==> src/rtl/servo_ramp_ctrl.sv <==
// Servo position controller: round-robin command arbitration, range clamp, and
// per-frame slew-limited updates of the PWM generator's high-time register.
module servo_ramp_ctrl #(
  parameter int WIDTH_W = 17,
  parameter int MIN_W   = 50_000,
  parameter int MAX_W   = 100_000,
  parameter int CENTER  = 75_000,
  parameter int STEP    = 500
) (
  input  logic               clk,
  input  logic               rst,
  input  logic               req_a,
  input  logic [WIDTH_W-1:0] cmd_a,
  input  logic               req_b,
  input  logic [WIDTH_W-1:0] cmd_b,
  output logic               gnt_a,
  output logic               gnt_b,
  input  logic               frame_end,
  output logic [WIDTH_W-1:0] width_out,
  output logic               width_load,
  output logic               busy
);
  localparam logic [1:0] IDLE = 2'd0;
  localparam logic [1:0] WAIT = 2'd1;
  localparam logic [1:0] LOAD = 2'd2;

  localparam logic [WIDTH_W-1:0] MIN_V  = WIDTH_W'(MIN_W);
  localparam logic [WIDTH_W-1:0] MAX_V  = WIDTH_W'(MAX_W);
  localparam logic [WIDTH_W-1:0] CTR_V  = WIDTH_W'(CENTER);
  localparam logic [WIDTH_W-1:0] STEP_V = WIDTH_W'(STEP);

  logic [1:0]         state, state_nxt;
  logic [WIDTH_W-1:0] target, target_nxt, width_nxt;
  logic [WIDTH_W-1:0] cmd_sel, cmd_clamp, diff, stepped;
  logic               rr_b, sample_ok, grant_a, grant_b;

  // No sampling in the grant cycle: the requester is still dropping its req.
  always_comb begin
    sample_ok = ~(gnt_a | gnt_b);
    grant_a   = sample_ok & req_a & (~req_b | ~rr_b);
    grant_b   = sample_ok & req_b & (~req_a |  rr_b);
    cmd_sel   = grant_b ? cmd_b : cmd_a;
    if (cmd_sel < MIN_V)      cmd_clamp = MIN_V;
    else if (cmd_sel > MAX_V) cmd_clamp = MAX_V;
    else                      cmd_clamp = cmd_sel;
    target_nxt = (grant_a | grant_b) ? cmd_clamp : target;
  end

  // Slew uses the target registered before this edge; never overshoots.
  always_comb begin
    if (target > width_out) begin
      diff    = target - width_out;
      stepped = (diff <= STEP_V) ? target : width_out + STEP_V;
    end else begin
      diff    = width_out - target;
      stepped = (diff <= STEP_V) ? target : width_out - STEP_V;
    end
  end

  always_comb begin
    state_nxt = state;
    width_nxt = width_out;
    case (state)
      IDLE: if (target_nxt != width_out) state_nxt = WAIT;
      WAIT: begin
        if (frame_end) begin
          width_nxt = stepped;
          state_nxt = LOAD;
        end else if (target_nxt == width_out) begin
          state_nxt = IDLE;
        end
      end
      LOAD:    state_nxt = (target_nxt != width_out) ? WAIT : IDLE;
      default: state_nxt = IDLE;
    endcase
  end

  assign width_load = (state == LOAD);

  always_ff @(posedge clk or posedge rst) begin
    if (rst) begin
      state     <= IDLE;
      target    <= CTR_V;
      width_out <= CTR_V;
      busy      <= 1'b0;
      gnt_a     <= 1'b0;
      gnt_b     <= 1'b0;
      rr_b      <= 1'b0;
    end else begin
      state     <= state_nxt;
      target    <= target_nxt;
      width_out <= width_nxt;
      busy      <= (width_nxt != target_nxt);
      gnt_a     <= grant_a;
      gnt_b     <= grant_b;
      if (grant_a)      rr_b <= 1'b1;
      else if (grant_b) rr_b <= 1'b0;
    end
  end
endmodule

==> config.mk <==
export PLATFORM = sky130hd
export DESIGN_NAME = servo_ramp_ctrl
export DESIGN_NICKNAME = d
export VERILOG_FILES = /design/src/rtl/servo_ramp_ctrl.sv
export SDC_FILE = /design/constraint.sdc
export NUM_CORES = 1
export LEC_CHECK = 0
export ABC_AREA = 0
export CAP_MARGIN = 20
export CORE_ASPECT_RATIO = 1.1
export CORE_MARGIN = 1.5
export CORE_UTILIZATION = 40
export CTS_CLUSTER_DIAMETER = 50
export DETAILED_ROUTE_END_ITERATION = 8
export MAX_ROUTING_LAYER = met4
export SLEW_MARGIN = 5
export SYNTH_ARGS = -nofsm -noshare
export SYNTH_HDL_FRONTEND = slang
export SYNTH_SLANG_ARGS = --single-unit
==> constraint.sdc <==
create_clock -name clk -period 5.64 [get_ports clk]
set_clock_uncertainty 0.05 [all_clocks]
set_input_delay 1.128 -clock clk [delete_from_list [all_inputs] [get_ports clk]]
set_output_delay 1.128 -clock clk [all_outputs]
set_load 0.1 [all_outputs]
* After elaboration in Yosys (flattened, before gate mapping) *
Index checks and enable logic that the tools add are counted.

storage, ports and cells
  logic and storage cells = 54
  output and inout port bits = 21
  register bits after elaboration = 40
  input bits = 39

operators by class
  muxes and demuxes = 16
  reduce and logical (&&, ||, !) cells = 3
  $add $sub $neg = 4
  equality and inequality tests = 7
  $lt $le $gt $ge = 5
  bitwise logic cells = 12

operator list
  operator               number
  $mux 17                9
  $le 17x9->1 const B    2
  $ne 17x17->1           2
  $sub 17x17->17         2
  $add 17x9->17 const B  1
  $eq 17x17->1           1
  $gt 17x17->1           1
  $gt 17x17->1 const B   1
  $lt 17x16->1 const B   1
  $sub 17x9->17 const B  1
  $mux 2                 3
  $pmux 2 s3             1
  $and 1x1->1            4
  $not 1->1              4
  $or 1x1->1             4
  $mux 1                 3
  $ne 3x3->1 const B     1
  $eq 2x1->1 const B     1
  $eq 2x2->1 const B     1
  $logic_not 2->1        1
  $ne 2x2->1 const B     1
  $reduce_and 2->1       1
  $reduce_bool 2->1      1

* Depth between registers and ports, before layout *
  word-level depth = 13
  mapped depth = 19
  gate-level depth less buffers = 15

* Least setup slack after synthesis *
No wires, ideal clock.

  path type = register to register
  start = reg width_out[2]
  end = reg busy
  stages on the path, launching flop included = 18
  buffers on the path = 2
  setup slack = 1031 ps
  clock period less this slack = 4609 ps
  data required time = 5450 ps
  data arrival time = 4419 ps
  library setup time = 140 ps
  cell sequence = dfrtp_1 inv_1 ha_1 buf_2 o211a_1 o31ai_4 a21oi_2 or4_1 a222oi_1 and4_2 nand2_4 o21ai_4 buf_4 a21oi_1 a32o_1 xor2_1 nor3_1 nand4_1

on the way
  longest elaborated chain between the ends = 7
  elaborated cells between the ends (all ways) = 13
  classes of those cells = 4 x add/sub; 3 x order compare; 1 x eq/ne; 5 x mux

ends and longest elaborated chain
  item                               line    text
  start, declared                    19      output logic [WIDTH_W-1:0] width_out,
  start signal, assigned             92      width_out <= width_nxt;
  $sub 17x17->17 (on tied branches)  55, 52
  $le 17x9->1 (on tied branches)     56, 53
  $mux 17 (on tied branches)         56, 53
  $mux 17 *                          51      if (target > width_out) begin
  $mux 17 *                          66      if (frame_end) begin
  $mux 17 *                          63      case (state)
  named net width_nxt[7]             33      logic [WIDTH_W-1:0] target, target_nxt, width_nxt;
  $ne 17x17->1 *                     93      busy <= (width_nxt != target_nxt);
  end signal, assigned               93
  end, declared                      21      output logic busy

Mark *: on every way through the listed nets, which the timed path passes. The rest lies on a longest branch.
A chain may end at the register's enable or synchronous reset.

* Final worst setup path *
  start = reg width_out[4]
  end = reg busy

Same word-level chain as after synthesis.

==> impl_metrics.yaml <==
status:
  status: "complete, no violations"
worst_setup_path:
  crit_fanout: 16
  cp_data_required_time_ns: 5.75
  critical_path_class: "flip-flop to flip-flop"
  critical-path-top-delay-family: "compound AO/OA/AOI/OAI gates"
  startpoint_type: "flip-flop"
  path_buf_inv: 1
  arrival_ns: 5.31
  max_stage_delay_ns: 0.72
  worstPathCellList: "inv_1 > ha_1 > a21oi_1 > and2_1 > a21oi_1 > or3_1 > a222oi_1 > and4_2 > nand2_4 > o21ai_4 > and2_1 > o21ai_0 > xor2_1 > a211oi_1 > nand4_1"
  cp_slowest_cell: "dfstp_2"
  endpoint_kind: "flip-flop"
grt:
  grt_pass1_vias: 5700
  antenna_found_initial: 0
  gr-total-overflow: 0
  grt_start_max_net_pins: 41
  grt.total_usage: 0.305
  grt_pass1_wl_um: 32100
routing:
  vias: 5922
  wl_um: 21200
  drtPass1Iterations: 6
  ant_nets: 0
  wire_per_inst_um: 23.1
  drc_errors: 0
  drt_iter0_drc: 667
  avgViaCountPerCell: 6.45
place:
  hpwl_um: 17000
  portBuffers: 59
  dp_slack_ns: 0.384
  routabilityCongestion: 1.00
yosys:
  ys_seq_area_frac: 0.191
  syn_nets: 779
  syn-cell-area_um2: 5350
  yosysUniqueCellTypes: 84
  synth_area_leaders: "dfrtp_1 11%, ha_1 8.2%, dfstp_2 7.9%"
  yosys_warnings: 0
  yosysTopAreaCell: "dfrtp_1"
  syn_inst: 705
  synth_top_area_share: 0.112
  ys.flop_type: "dfrtp_1"
  synth-edff-count: 0
  ys_ff_latch: 40
  async_reset_ff_frac: 1.00
  avgSynthCellArea_um2: 7.58
layout:
  multi_input_area_um2: 3980
  diodes: 0
  areaGrowthSynthToFinish_pct: 18.3
  drive_above_1_share: 0.0964
  fin_util: 0.483
  area.sequential_um2: 1020
  fill_cells: 1349
  fin_nets: 830
clocking:
  ctsHoldBuffers: 0
  postCtsSetupRepairBufs: 0
  cts_resized: 0
  cts_tree: "done"
  clk_latency_ns: 0.30
  path_clk_slew_ns: 0.06
  clkSinkCount: 40
  htreeDepth: 2
  clockBufferDepth: 2
  cts_buffers: 5
  root_buffer: "clkbuf_16"
sta:
  worst_pin_slew_ns: 1.01
  grt_setup_unrepaired: "no"
  worst_slack_ns: 0.442
  relSlewSlack: 0.322
  max_freq_ghz: 0.192
  setup_viol: 0
  fin_crit_sh: 0.922
  drv_slew: 0
  period_minus_slack_ns: 5.20
  setup_tns_ns: 0
  finalHoldViolations: 0
floorplan:
  die_area_um2: 14100
  initial_core_util: 0.408
  die_h_um: 124
  core-area_um2: 13100
  top_level_ports: 60
  row_count: 44
  die_w_um: 113
hold_path:
  min-delay-path-class: "flip-flop to flip-flop"
flow_run:
  cap_viol_max_count: 0
## path summary, 6_finish.rpt
path | cells after the start | slack [ns] | endpoint | from
setup / recovery | 15 | 0.44 | busy | width_out[4]
hold reg to reg | 1 | 0.46 | gnt_a | rr_b
min in group asynchronous | 3 | 1.22 | rr_b | rst
max in group asynchronous | 3 | 3.91 | target[16] | rst
hold / removal | 1 | 0.46 | gnt_a | rr_b
setup reg to reg | 15 | 0.44 | busy | width_out[4]
## stage by stage
step	std cells	cell area [µm²]	hold slack (ns)
floorplan	705	5350	0.420
global placement	910	6140	0.457
detailed placement	910	6140	0.462
CTS	918	6320	0.471
global route	918	6320	0.492
finish	918	6320	0.464
## per-layer routing
layer / wire (µm) / GRT usage / vias to the layer above
met4: 1170 / 0.161 / 0
met3: 1150 / 0.0376 / 74
li1: - / - / 2759
met5: 0 / - / -
met1: 8440 / 0.352 / 2833
met2: 10400 / 0.516 / 256
## synth_stat cells, drive strengths merged, types with 5 or more instances
master	number
nand2	75
o21ai	54
a21oi	51
inv	48
ha	35
xnor2	35
nor2	34
nand3	25
dfrtp	24
nor3	24
clkbuf	23
dfstp	16
buf	14
mux2i	13
nand4	13
a21o	12
xor2	12
a211oi	11
o211ai	11
nor4	10
and2	9
o22ai	9
a22oi	8
a31oi	8
or3	8
a222oi	7
a32oi	7
nor2b	7
o21a	7
o31ai	7
and4	6
nand2b	6
o2111ai	6
and3	5
## registers in the layout (all words and copies together) (netlist names)
register / count
target: 17
width_out: 17
state: 2
busy: 1
gnt_a: 1
gnt_b: 1
rr_b: 1
## cells in the final DEF, fill, tap and decap left out, types with 5 or more instances in the layout
cell type	count
o21ai_0	51
mux2i_1	12
inv_1	46
o211ai_1	11
a211oi_1	11
dfrtp_1	24
o22ai_1	9
dfstp_2	16
and4_1	5
or3_1	8
a222oi_1	7
nor2_1	34
xnor2_1	35
and2_1	9
nor4_1	9
and3_1	5
clkbuf_16	5
nand3_1	25
clkdlybuf4s50_1	59
nor3_1	23
a22oi_1	8
nor2b_1	7
a31oi_1	8
buf_4	22
nand4_1	13
xor2_1	12
a21o_1	12
nand2b_1	6
a32oi_1	7
o21a_1	7
a21oi_1	49
ha_1	35
nand2_1	73
o2111ai_1	6
## worst register-to-register path: stages, from the launching register on
cell,delay [ns]
dfstp_2,0.72
inv_1,0.14
ha_1,0.48
a21oi_1,0.46
and2_1,0.22
a21oi_1,0.14
or3_1,0.34
a222oi_1,0.33
and4_2,0.35
nand2_4,0.15
o21ai_4,0.49
and2_1,0.33
o21ai_0,0.16
xor2_1,0.20
a211oi_1,0.36
nand4_1,0.14
## layout make-up
class                   count  share of cell area
multi-input cells         580               0.630
flip-flops and latches     40               0.161
repair buffers             81               0.120
well taps                 161              0.0319
inverters                  48              0.0285
clock buffers               7              0.0241
clock inverters             1             0.00475
## logic make-up (layout without fill, tap and decap cells)
| kind of cell | count (synthesis) | after routing | share of synthesized area |
|---|---|---|---|
| AO/OA/AOI/OAI | 246 | 246 | 0.325 |
| AND/OR/NAND/NOR | 235 | 235 | 0.227 |
| buffers and inverters | 85 | 137 | 0.0639 |
| XOR/XNOR | 47 | 47 | 0.0770 |
| flip-flops | 40 | 40 | 0.191 |
| adder cells (fa/ha/maj) | 35 | 35 | 0.0819 |
| multiplexers | 17 | 17 | 0.0342 |
Power is left out: the tool's default activity adds up to more than one toggle a clock period on the data nets, which glitch-free logic cannot reach.
